==> config.mk <==
export PLATFORM = sky130hd
export DESIGN_NAME = grey2rgb
export DESIGN_NICKNAME = d
export VERILOG_FILES = /design/src/rtl/grey2rgb.sv
export SDC_FILE = /design/constraint.sdc
export NUM_CORES = 1
export LEC_CHECK = 0
export BUFFER_PORTS_ARGS = -buffer_cell sky130_fd_sc_hd__buf_2
export CAP_MARGIN = 20
export CORE_ASPECT_RATIO = 1.5
export CORE_UTILIZATION = 44
export DETAILED_ROUTE_END_ITERATION = 12
export GPL_ROUTABILITY_DRIVEN = 0
export PLACE_DENSITY = 0.67
export SLEW_MARGIN = 40
export SYNTH_ARGS = -nofsm -noshare
export SYNTH_HDL_FRONTEND = slang
export SYNTH_SLANG_ARGS = --single-unit
==> constraint.sdc <==
create_clock -name axi_clk -period 2.2 [get_ports axi_clk]
set_input_delay 0.33 -clock axi_clk [delete_from_list [all_inputs] [get_ports axi_clk]]
set_output_delay 0.33 -clock axi_clk [all_outputs]
set_load 0.01 [all_outputs]
==> src/rtl/grey2rgb.sv <==
// rtl/grey2rgb.sv - 2-stage grey-to-RGB stream pipeline with line/frame counters; HEATMAP_EN selects pseudo-colour
module grey2rgb #(
   parameter int IMG_WIDTH  = 512,
   parameter int IMG_HEIGHT = 512
) (
   input  logic        axi_clk,
   input  logic        axi_reset_n,
   input  logic        i_grey_data_valid,
   input  logic [7:0]  i_grey_data,
   output logic        o_grey_data_ready,
   output logic        o_rgb_data_valid,
   output logic [23:0] o_rgb_data,
   input  logic        i_rgb_ready,
   output logic        o_rgb_last,
   output logic        o_frame_done
);

   localparam int COL_W = (IMG_WIDTH  > 1) ? $clog2(IMG_WIDTH)  : 1;
   localparam int ROW_W = (IMG_HEIGHT > 1) ? $clog2(IMG_HEIGHT) : 1;

   logic             rstDone;
   logic             s1Valid;
   logic [7:0]       s1Data;
   logic             s2Valid;
   logic [23:0]      s2Data;
   logic [COL_W-1:0] col;
   logic [ROW_W-1:0] row;
   logic             frameDone;

   logic s1Ready;
   logic s2Ready;
   logic inFire;
   logic outFire;
   logic colEnd;
   logic rowEnd;

   function automatic logic [23:0] colourMap(input logic [7:0] g);
`ifdef HEATMAP_EN
      logic [7:0] r;
      logic [7:0] gr;
      logic [7:0] b;
      r  = g[7] ? {g[6:0], 1'b0}  : 8'h00;
      gr = g[7] ? {~g[6:0], 1'b0} : {g[6:0], 1'b0};
      b  = g[7] ? 8'h00           : {~g[6:0], 1'b0};
      return {b, gr, r};
`else
      return {g, g, g};
`endif
   endfunction

   assign s2Ready = ~s2Valid | i_rgb_ready;
   assign s1Ready = ~s1Valid | s2Ready;
   // rstDone keeps ready low while reset is held and for the release edge itself
   assign o_grey_data_ready = rstDone & s1Ready;
   assign inFire  = i_grey_data_valid & o_grey_data_ready;
   assign outFire = s2Valid & i_rgb_ready;
   assign colEnd  = (col == COL_W'(IMG_WIDTH - 1));
   assign rowEnd  = (row == ROW_W'(IMG_HEIGHT - 1));

   assign o_rgb_data_valid = s2Valid;
   assign o_rgb_data       = s2Data;
   assign o_rgb_last       = s2Valid & colEnd;
   assign o_frame_done     = frameDone;

   always_ff @(posedge axi_clk or negedge axi_reset_n) begin
      if (!axi_reset_n) begin
         rstDone   <= 1'b0;
         s1Valid   <= 1'b0;
         s1Data    <= 8'h00;
         s2Valid   <= 1'b0;
         s2Data    <= 24'h000000;
         col       <= '0;
         row       <= '0;
         frameDone <= 1'b0;
      end else begin
         rstDone <= 1'b1;
         if (s1Ready) s1Valid <= inFire;
         if (inFire) s1Data <= i_grey_data;
         if (s2Ready) s2Valid <= s1Valid;
         if (s1Valid && s2Ready) s2Data <= colourMap(s1Data);
         frameDone <= outFire & colEnd & rowEnd;
         if (outFire) begin
            if (colEnd) begin
               col <= '0;
               row <= rowEnd ? '0 : row + 1'b1;
            end else begin
               col <= col + 1'b1;
            end
         end
      end
   end

endmodule

**After elaboration in Yosys (flattened, before gate mapping)**

Index checks and enable logic that the tools add are counted.

- Output and inout bits: 28
- Bits of input ports: 12
- Register bits: 54
- Word-level logic and storage cells: 26

- Bitwise operators: 10
- Add/sub/neg operators: 2
- Muxes and demuxes: 2
- Equality and inequality tests: 2
- Reduce and logical (&&, ||, !) cells: 2

Operator list:

| kind | number |
|---|---|
| $add A9 B1 Y9 const B | 2 |
| $eq A9 B9 Y1 const B | 2 |
| $mux W9 | 2 |
| $and A1 B1 Y1 | 6 |
| $not A1 Y1 | 2 |
| $or A1 B1 Y1 | 2 |
| $reduce_and A2 Y1 | 1 |
| $logic_and A1 B1 Y1 | 1 |

**Longest topological paths before layout**

- Depth in word-level cells: 5
- Mapped depth: 8
- Depth with buffers taken out: 7

**Worst setup path before layout**

Ideal clock, no wire load.

- Path type: register to register
- Start point: register col[0]
- End point: register row[7]
- Setup time: 0.087 ns
- Clock period less this slack: 1.888 ns
- Path slack: 0.312 ns
- Stages on the path, launching flop included: 8
- Arrival: 1.801 ns
- Required time: 2.113 ns
- Path buffers: 0
- Cell sequence: dfrtp_1 -> ha_1 -> nand3_1 -> nor2_1 -> ha_1 -> nand4_2 -> or4_1 -> a22oi_1

- Word-level cells in the longest chain between the ends: 2

Ends and longest elaborated chain:

| item | line | text |
|---|---|---|
| from (decl) | 26 | `logic [COL_W-1:0] col;` |
| from (signal assigned) | 87 | `col <= col + 1'b1;` |
| $eq A9 B9 Y1 | 57 | `assign colEnd = (col == COL_W'(IMG_WIDTH - 1));` |
| $reduce_and A2 Y1 (no source line) | - |  |
| to (signal assigned) | 85 | `row <= rowEnd ? '0 : row + 1'b1;` |
| to (decl) | 27 | `logic [ROW_W-1:0] row;` |

Every way passes these cells.
A chain may end at the register's enable or synchronous reset.

**Worst setup path in the final report**

Ends and elaborated chain as after synthesis.

==> flow_metrics.env <==
export IMPL_top_layer_used="met4"
export IMPL_ys_seq_elements=38
export IMPL_fin_crit_sh_pct=93.8
export IMPL_hold_path_class="primary input to asynchronous set/reset pin"
export IMPL_yosys_warnings=0
export IMPL_synth_distinct_cells=37
export IMPL_ant_nets=0
export IMPL_wirelength_mm=3.52
export IMPL_finalMaxSlewViolations=0
export IMPL_firstDrtPassIters=4
export IMPL_syn2layout_area_growth_pct=14.5
export IMPL_cts_hold_buf=0
export IMPL_synthesis_area_um2=1860
export IMPL_antennaDiodeCount=0
export IMPL_netlist_area_leader_share_pct=51.0
export IMPL_leakage_nw=1.04
export IMPL_synthesis_nets=182
export IMPL_yosysMostFrequentCell="dfrtp_1"
export IMPL_crit_required_ps=2400
export IMPL_initial_core_util_pct=46.6
export IMPL_worstPathArrival_ps=2260
export IMPL_io_pins=40
export IMPL_grt_ovfl_total=0
export IMPL_detailed_place_hpwl_mm=2.53
export IMPL_htreeDepth=2
export IMPL_die_h_um=81.7
export IMPL_core_area_um2=3990
export IMPL_drt_iter0_drc=41
export IMPL_nNetsFinal=210
export IMPL_maxCapViolCount=0
export IMPL_skew_ps=4.11
export IMPL_grt_start_max_net_pins=39
export IMPL_synth_flop_cell="dfrtp_1"
export IMPL_status="finished, final reports clean"
export IMPL_vias=1344
export IMPL_cts_max_path_buffers=2
export IMPL_finalNonFillerCells=238
export IMPL_cts_root_buffer="clkbuf_8"
export IMPL_cp_start_kind="flip-flop"
export IMPL_yosysSeqAreaShare_pct=51.0
export IMPL_setup_tns_final_ps=0
export IMPL_max_freq_mhz=485
export IMPL_cts_num_sinks=38
export IMPL_fin_crit_ps=2060
export IMPL_peakVddDrop_uv=636
export IMPL_grt_total_usage_pct=17.4
export IMPL_ff2ff_path_depth=7
export IMPL_grt_pass1_wl_mm=5.59
export IMPL_fin_util_pct=53.4
export IMPL_cts_tree="built"
export IMPL_avgViaCountPerCell=5.65
export IMPL_path_clk_slew_ps=70
export IMPL_drive_gt1_share_pct=37.8
export IMPL_antenna_found_initial=0
export IMPL_path_max_fanout=6
export IMPL_route_met3_wl_um=203
export IMPL_p_total_mw=2.17
export IMPL_die_w_um=55.1
export IMPL_synth_avg_cell_area_um2=11.4
export IMPL_drc=0
export IMPL_ys_top_cells_by_area="dfrtp_1 (51%), mux2_2 (10%), buf_4 (7.7%)"
export IMPL_async_flop_share_pct=100
export IMPL_pwr_density_cell_nw_per_um2=1020
export IMPL_dp_cells=228
export IMPL_wl_met2_mm=1.86
export IMPL_finalHoldViolCount=0
export IMPL_postSynthCellCount=164
export IMPL_worstSetupEndpointType="flip-flop"
export IMPL_ys_top_cells_by_count="dfrtp_1 (38), buf_4 (19), mux2_2 (17), nand2_1 (15), o21ai_0 (8)"
export IMPL_dieArea_um2=4500
export IMPL_synth_edf_count=0
export IMPL_drt_met1_wl_mm=1.39
export IMPL_fp_row_count=28
export IMPL_yosysTopAreaCell="dfrtp_1"
export IMPL_avgRoutedWirePerCell_um=14.8
export IMPL_setup_violations=0
export IMPL_cts_made_buffers=5
export IMPL_clk_latency_ps=290
export IMPL_path_class="flip-flop to flip-flop"
export IMPL_grt_pass1_vias=1308
export IMPL_io_buffers=39
cell usage in the layout, fill, tap and decap left out, types with 4 or more instances in the layout:
cell / instances
o21ai_0: 8
clkbuf_8: 6
buf_2: 38
or4_1: 4
nor2_1: 4
o31ai_1: 5
dfrtp_1: 38
nand2_1: 15
nand3_1: 6
nand2b_1: 4
ha_1: 5
mux2_2: 17
kinds of logic after synthesis:
kind of cell / Yosys count / share of synthesized area (%)
buffers and inverters: 22 / 8.26
AOI/OAI and AO/OA: 25 / 8.87
and+or+nand+nor: 53 / 16.3
DFF: 38 / 51.0
adders and majority gates: 6 / 4.03
xor gates and xnor gates: 1 / 0.470
other: 1 / 0.201
muxes: 18 / 10.9
routing by layer:
metal | GRT usage [%] | vias up
met5 | 0 | -
met4 | 7.50 | 0
met3 | 4.63 | 11
met2 | 29.8 | 62
met1 | 19.7 | 643
li1 | - | 628
final timing paths:
| path | startpoint | end | slack [ps] |
|---|---|---|---|
| max | col[0]$_DFFE_PN0N_ | row[7]$_DFFE_PN0P_ | 140 |
| min | axi_reset_n | col[8]$_DFFE_PN0N_ | 2 |
| max reg2reg | col[0]$_DFFE_PN0N_ | row[7]$_DFFE_PN0P_ | 140 |
| min reg2reg | s1Data[6]$_DFFE_PN0P_ | o_rgb_data[22]$_DFFE_PN0P_ | 510 |
| max in group asynchronous | axi_reset_n | col[2]$_DFFE_PN0N_ | 1870 |
| min in group axi_clk | i_grey_data[2] | s1Data[2]$_DFFE_PN0P_ | 270 |
power breakdown:
part           switching (mW)  internal (mW)
Combinational           0.253          0.232
Clock                   0.244          0.484
Sequential              0.130          0.828
Total                   0.627           1.54
registers in the layout (all words and copies together), names as in the netlist:
signal,flops
row,9
o_frame_done,1
s1Data,8
rstDone,1
s1Valid,1
o_rgb_data,8
o_rgb_data_valid,1
col,9
per-stage QoR:
stage | worst slack, ps | hold slack (ps) | instance area [um^2]
floorplan | 312 | 34.4 | 1860
global placement | 215 | 460 | 1970
detailed placement | 82.1 | 485 | 1970
CTS | 58.9 | 167 | 2110
global route | -16.2 | 30.1 | 2130
finish | 137 | 2.46 | 2130
worst max-delay path: stages, from the launching register on:
cell and delay, ps:
dfrtp_1 410, ha_1 240, nand3_1 110, nor2_2 140, ha_2 250, nand4_2 140
or4_1 500, a22oi_1 180
what timing repair did:
| item | 4_1_cts | 5_1_grt |
|---|---|---|
| gates resized for setup | 0 | 2 |
| endpoints found under the setup margin | 0 | 4 |
| buffers inserted | 0 | 2 |
final cells by class:
class / instances / area [um^2]
flip-flops and latches: 38 / 951
clock inverters: 2 / 60.1
repair buffers: 41 / 213
multi-input cells: 104 / 763
fillers: 360 / 1860
inverters: 2 / 7.51
clock buffers: 6 / 82.6
well taps: 45 / 56.3
Power figures use the tool's default switching activity.
